<file path="src/rtl/l0_skew_buf.sv">
// l0_skew_buf: L0 input buffer feeding the west edge of the MAC array.
// ROW independent row FIFOs of BW-bit words, written together, read either
// in parallel (all rows pop on the same edge) or skewed (row i pops i cycles
// after row 0) for systolic feed.
// Optional feature: define L0_OCCUPANCY_EN to add the registered per-row
// occupancy output o_count.
module l0_skew_buf #(
    parameter int ROW   = 8,
    parameter int BW    = 4,
    parameter int DEPTH = 64,
    localparam int AW   = $clog2(DEPTH)
) (
    input  logic                clk,
    input  logic                reset,
    input  logic [ROW*BW-1:0]   in,
    input  logic                wr,
    input  logic                rd,
    input  logic                mode,
    output logic [ROW*BW-1:0]   out,
    output logic [ROW-1:0]      o_valid,
    output logic                o_full,
    output logic                o_ready,
    output logic                o_empty,
    output logic                o_busy
`ifdef L0_OCCUPANCY_EN
    ,
    output logic [ROW*(AW+1)-1:0] o_count
`endif
);

    logic [ROW-1:0] empty;
    logic [ROW-1:0] full;
    logic [ROW-1:0] rd_en_q;
    logic [ROW-1:0] rd_en_d;
    logic           mode_q;
    logic           mode_d;
    logic           push;

    // Status flags come straight from the pointers so backpressure is
    // visible in the same cycle the last slot fills.
    assign o_ready = ~|full;
    assign o_full  = &full;
    assign o_empty = &empty;
    assign o_busy  = |rd_en_q;

    // Rows stay write-aligned: if any row is full the whole word is dropped.
    assign push = wr & o_ready;

    // Mode may only change while the read pipeline is idle, so a skew in
    // flight always completes in the mode it started with.
    always_comb begin
        mode_d  = mode_q;
        rd_en_d = rd_en_q;
        if (!o_busy && !rd) begin
            mode_d = mode;
        end
        if (mode_q) begin
            rd_en_d = {rd_en_q[ROW-2:0], rd};
        end else begin
            rd_en_d = {ROW{rd}};
        end
    end

    // Read-enable pipeline and registered mode.
    always_ff @(posedge clk or negedge reset) begin
        if (!reset) begin
            mode_q  <= 1'b0;
            rd_en_q <= '0;
        end else begin
            mode_q  <= mode_d;
            rd_en_q <= rd_en_d;
        end
    end

    for (genvar gi = 0; gi < ROW; gi++) begin : g_row
        logic [BW-1:0] mem_q [DEPTH];
        logic [AW:0]   wptr_q;
        logic [AW:0]   wptr_d;
        logic [AW:0]   rptr_q;
        logic [AW:0]   rptr_d;
        logic [BW-1:0] data_q;
        logic [BW-1:0] data_d;
        logic          valid_q;
        logic          valid_d;
        logic          pop;

        assign empty[gi] = (wptr_q == rptr_q);
        assign full[gi]  = (wptr_q[AW-1:0] == rptr_q[AW-1:0]) &&
                           (wptr_q[AW] != rptr_q[AW]);
        // Empty is sampled before the edge, so a push landing on an empty
        // row cannot be popped on that same edge.
        assign pop = rd_en_q[gi] & ~empty[gi];

        // Next pointer and output-register values for this row.
        always_comb begin
            wptr_d  = wptr_q + {{AW{1'b0}}, push};
            rptr_d  = rptr_q + {{AW{1'b0}}, pop};
            data_d  = data_q;
            valid_d = pop;
            if (pop) begin
                data_d = mem_q[rptr_q[AW-1:0]];
            end
        end

        // Row pointers and registered read data; contents are discarded on
        // reset simply by equalising the pointers.
        always_ff @(posedge clk or negedge reset) begin
            if (!reset) begin
                wptr_q  <= '0;
                rptr_q  <= '0;
                data_q  <= '0;
                valid_q <= 1'b0;
            end else begin
                wptr_q  <= wptr_d;
                rptr_q  <= rptr_d;
                data_q  <= data_d;
                valid_q <= valid_d;
            end
        end

        // Storage array write port; no reset needed on the data itself.
        always_ff @(posedge clk) begin
            if (push) begin
                mem_q[wptr_q[AW-1:0]] <= in[gi*BW +: BW];
            end
        end

        assign out[gi*BW +: BW] = data_q;
        assign o_valid[gi]      = valid_q;

`ifdef L0_OCCUPANCY_EN
        logic [AW:0] count_q;
        logic [AW:0] count_d;

        // Occupancy tracks the pointers of the same edge.
        always_comb begin
            count_d = wptr_d - rptr_d;
        end

        // Registered occupancy for this row.
        always_ff @(posedge clk or negedge reset) begin
            if (!reset) begin
                count_q <= '0;
            end else begin
                count_q <= count_d;
            end
        end

        assign o_count[gi*(AW+1) +: AW+1] = count_q;
`endif
    end

endmodule

</file>
<file path="config.mk">
export PLATFORM = sky130hd
export DESIGN_NAME = l0_skew_buf
export DESIGN_NICKNAME = d
export VERILOG_FILES = /design/src/rtl/l0_skew_buf.sv
export SDC_FILE = /design/constraint.sdc
export NUM_CORES = 2
export LEC_CHECK = 0
export ABC_AREA = 1
export CAP_MARGIN = 20
export CORE_ASPECT_RATIO = 0.75
export CORE_MARGIN = 2
export CORE_UTILIZATION = 45
export DETAILED_ROUTE_END_ITERATION = 7
export SLEW_MARGIN = 20
export SYNTH_ARGS = -nofsm -noshare
export SYNTH_HDL_FRONTEND = slang
export SYNTH_SLANG_ARGS = --single-unit
</file>
<file path="constraint.sdc">
create_clock -name clk -period 3.3 [get_ports clk]
set_input_delay 0.66 -clock clk [delete_from_list [all_inputs] [get_ports clk]]
set_output_delay 0.66 -clock clk [all_outputs]
set_load 0.005 [all_outputs]
</file>
==> run metrics <==
Synth Warn # 0; fillers 18240; crit path kind reg -> out; post-route cell area 106200 um^2; Worst Path Required 2.64 ns; core area 208100 um^2; Detailed Route WL 240100 um; Detailed Route Iter0 Violations 6315; Global Route Usage Sum 22.08%; detailed placement HPWL 148600 um; startpoint types register; Top FF cell, synth edfxtp_1; die width 532.1 um; Int Pwr 56.22 mW; DR vias/cell 5.352; commonest non-fill, non-tap cell in the layout nand2_1; Yosys reg bits 2209; Clock Path Buffers 4; Mapped Avg Cell Area 10.81 um^2; worst-skew pair later-pin latency 0.87 ns; type of destination of the critical path primary output; first-pass GRT wire length 363400 um; part of the power in combinational logic 34.9%; CP max stage delay 0.40 ns; Root Buffer clkbuf_16; CP Cell Sequence buf_4 > nand2_1 > nand3_1 > nor2_4 > nand2_1 > nor2_4 > nand4_1 > nor2_2 > buf_6 > buf_2; arrival time at the worst endpoint 2.57 ns; RSZ-0062 raised after global routing yes; Worst Hold Class in -> reg; final hold violation count 0; Psw 34.29 mW; CP max stage cell dfrtp_1; Num CTS Buffers 217; status completed; Starting Density 45.24%; hold_sp in[0]; Worst IR Drop VDD 0.0005843 V; DRC 0; Placed Cells 11336; Hold Slack 0.2784 ns; global route overflow 0; worst r2r src g_row[5].rptr_q[0]$_DFF_PN0_; share of cells above drive strength 1 10.21%; Final Net Count 8883; # IOs 81; Clock power frac 27.7%; Port Buf Inserts 80; reg2reg setup slack 0.16 ns; Final Skew 0.07751 ns; post-synthesis sequential area ratio 69.61%; Reg2Reg Depth 11; Mapped Nets 8779; RePlAce Congestion 0.8740; Leak 39.40 nW; Worst Max-Slew Pin Slew 1.006 ns; antenna violations before repair 5; layout overhead on the synthesized area 12.81%; Setup WS pre-CTS 0.05705 ns; Post-DP Area 98330 um^2; Post-synth ARST share 7.288%; final setup margin 0.06920 ns; Synth area leader edfxtp_1; commonest cells after routing, fill and taps aside nand2_1, edfxtp_1, nand3_1; area taken by multi-input logic gates 25790 um^2; PwrDens 852.2 nW/um^2; Hold Path End g_row[0].mem_q[62][0]$_DFFE_PP_; CTS H-tree lvls 4; clock-pin slew on the worst setup and hold paths 0.06 ns; Cell variety after synth 30; largest net degree at the start of global routing 129; CTS tree built; sw frac 37.88%; Register Area 65610 um^2; Slew Limit Headroom 32.92%; Pre-Repair DR Iteration Count 6; die area 212900 um^2; via count 63092; Final Slew Violations 0; vias in the first global route 60974; Post-synth EDFFs 2048; Final period util 97.90%; post-synth top area share 65.33%; Final ANT Viol Nets 0; # clock sinks 2209; CP max FO 10; final setup fails 0; Max-Cap Viols 0; Non-Filler Instances 11789; die height 400.1 um; Rows 145; Syn Inst Count 8710; upper clock frequency limit 309.5 MHz; register share of total power 37.4%; worst hold path depth 1; TNS Setup 0 ns; Wirelength per Cell 20.37 um; Final min period 3.231 ns; top post-synthesis cells by area edfxtp_1, nand2_1, nand3_1; reg2reg end g_row[0].mem_q[1][0]$_DFFE_PP_; Mapped Area 94140 um^2
-- per-stage QoR --
stage,total power [mW],util (%)
global placement,64.63,47.25
finish,90.50,51.03
floorplan,54.16,-
detailed placement,64.95,47.25
CTS,90.63,50.98
global route,95.45,51.03
-- metal layers --
layer	vias to the layer above	GRT usage (%)	wire, um
met5	-	0	11
met4	2	5.633	5443
met3	368	3.182	18400
met2	2380	33.87	106100
met1	30628	33.07	110200
li1	29714	-	-
-- flip-flops by register name (all words and copies together), names as in the netlist --
register,flops
g_row.data_q,32
g_row.mem_q,2048
g_row.rptr_q,56
g_row.valid_q,8
g_row.wptr_q,56
mode_q,1
rd_en_q,8
-- repair_timing --
item                                   4_1_cts  5_1_grt
setup buffers                               47        5
gates resized for setup                     95       17
endpoints found under the hold margin       43        0
pin swaps                                   24        6
hold buffers                                 1        0
setup endpoints to repair                    3       19
-- power by group through the flow --
stage / clock network, mW / registers [mW] / logic [mW]
6_report: 25.0 / 33.9 / 31.6
4_1_cts: 25.5 / 33.9 / 31.3
2_1_floorplan: 0 / 33.8 / 20.4
5_1_grt: 26.5 / 34.1 / 34.9
3_5_place_dp: 0 / 34.6 / 30.4
3_3_place_gp: 0 / 34.5 / 30.1
-- worst max-delay path by stage --
stage / from / end / slack, ns / cells past startpoint
6_report: g_row[6].rptr_q[1]$_DFF_PN0_ / o_empty / 0.07 / 10
2_1_floorplan: g_row[3].rptr_q[3]$_DFF_PN0_ / g_row[1].wptr_q[6]$_DFF_PN0_ / 0.84 / 18
5_1_grt: g_row[6].wptr_q[0]$_DFF_PN0_ / o_empty / -0.06 / 11
3_5_place_dp: g_row[4].rptr_q[5]$_DFF_PN0_ / g_row[0].mem_q[26][1]$_DFFE_PP_ / 0.06 / 9
3_3_place_gp: g_row[4].rptr_q[5]$_DFF_PN0_ / o_full / 0.08 / 9
4_1_cts: g_row[3].wptr_q[3]$_DFF_PN0_ / o_full / 0.003 / 10
-- logic make-up (layout without fill, tap and decap cells) --
family | Yosys count | count (layout) | share of synthesized area, %
other | 0 | 2 | 0
adder cells (fa/ha/maj) | 32 | 32 | 0.4253
AND/OR/NAND/NOR | 5271 | 5271 | 23.65
AO/OA/AOI/OAI | 357 | 357 | 2.089
flip-flops | 2209 | 2209 | 69.61
XOR/XNOR | 104 | 104 | 0.9676
buffers and inverters | 737 | 1021 | 3.256
-- cells in the mapped netlist, types with 9 or more instances --
| library cell | number |
|---|---|
| o211ai_1 | 32 |
| dfrtp_1 | 161 |
| nor2_2 | 89 |
| buf_1 | 54 |
| buf_2 | 89 |
| o22ai_1 | 16 |
| buf_6 | 20 |
| nand2_1 | 3316 |
| xnor2_1 | 9 |
| clkbuf_1 | 282 |
| buf_4 | 10 |
| nand3_1 | 1022 |
| edfxtp_1 | 2048 |
| nor2_1 | 730 |
| nand4_4 | 49 |
| inv_1 | 228 |
| a21oi_1 | 213 |
| a21boi_0 | 32 |
| ha_1 | 32 |
| nor3_1 | 53 |
| o21ai_0 | 64 |
| inv_2 | 50 |
| xor2_1 | 95 |
-- worst max-delay path: cells and delay by family (launching register included) --
family                 cells  cell delay (ns)
and+or+nand+nor            7             0.88
DFF                        1             0.40
buffers and inverters      3             0.44
-- layout make-up --
type / count / share of cell area [%]
repair buffers: 340 / 2.875
inverters: 282 / 1.009
multi-input cells: 5764 / 24.29
clock inverters: 129 / 1.294
diodes: 2 / 0.004713
flip-flops and latches: 2209 / 61.79
well taps: 2793 / 3.291
clock buffers: 270 / 5.454
No activity file was read; power rests on OpenSTA's default activity.
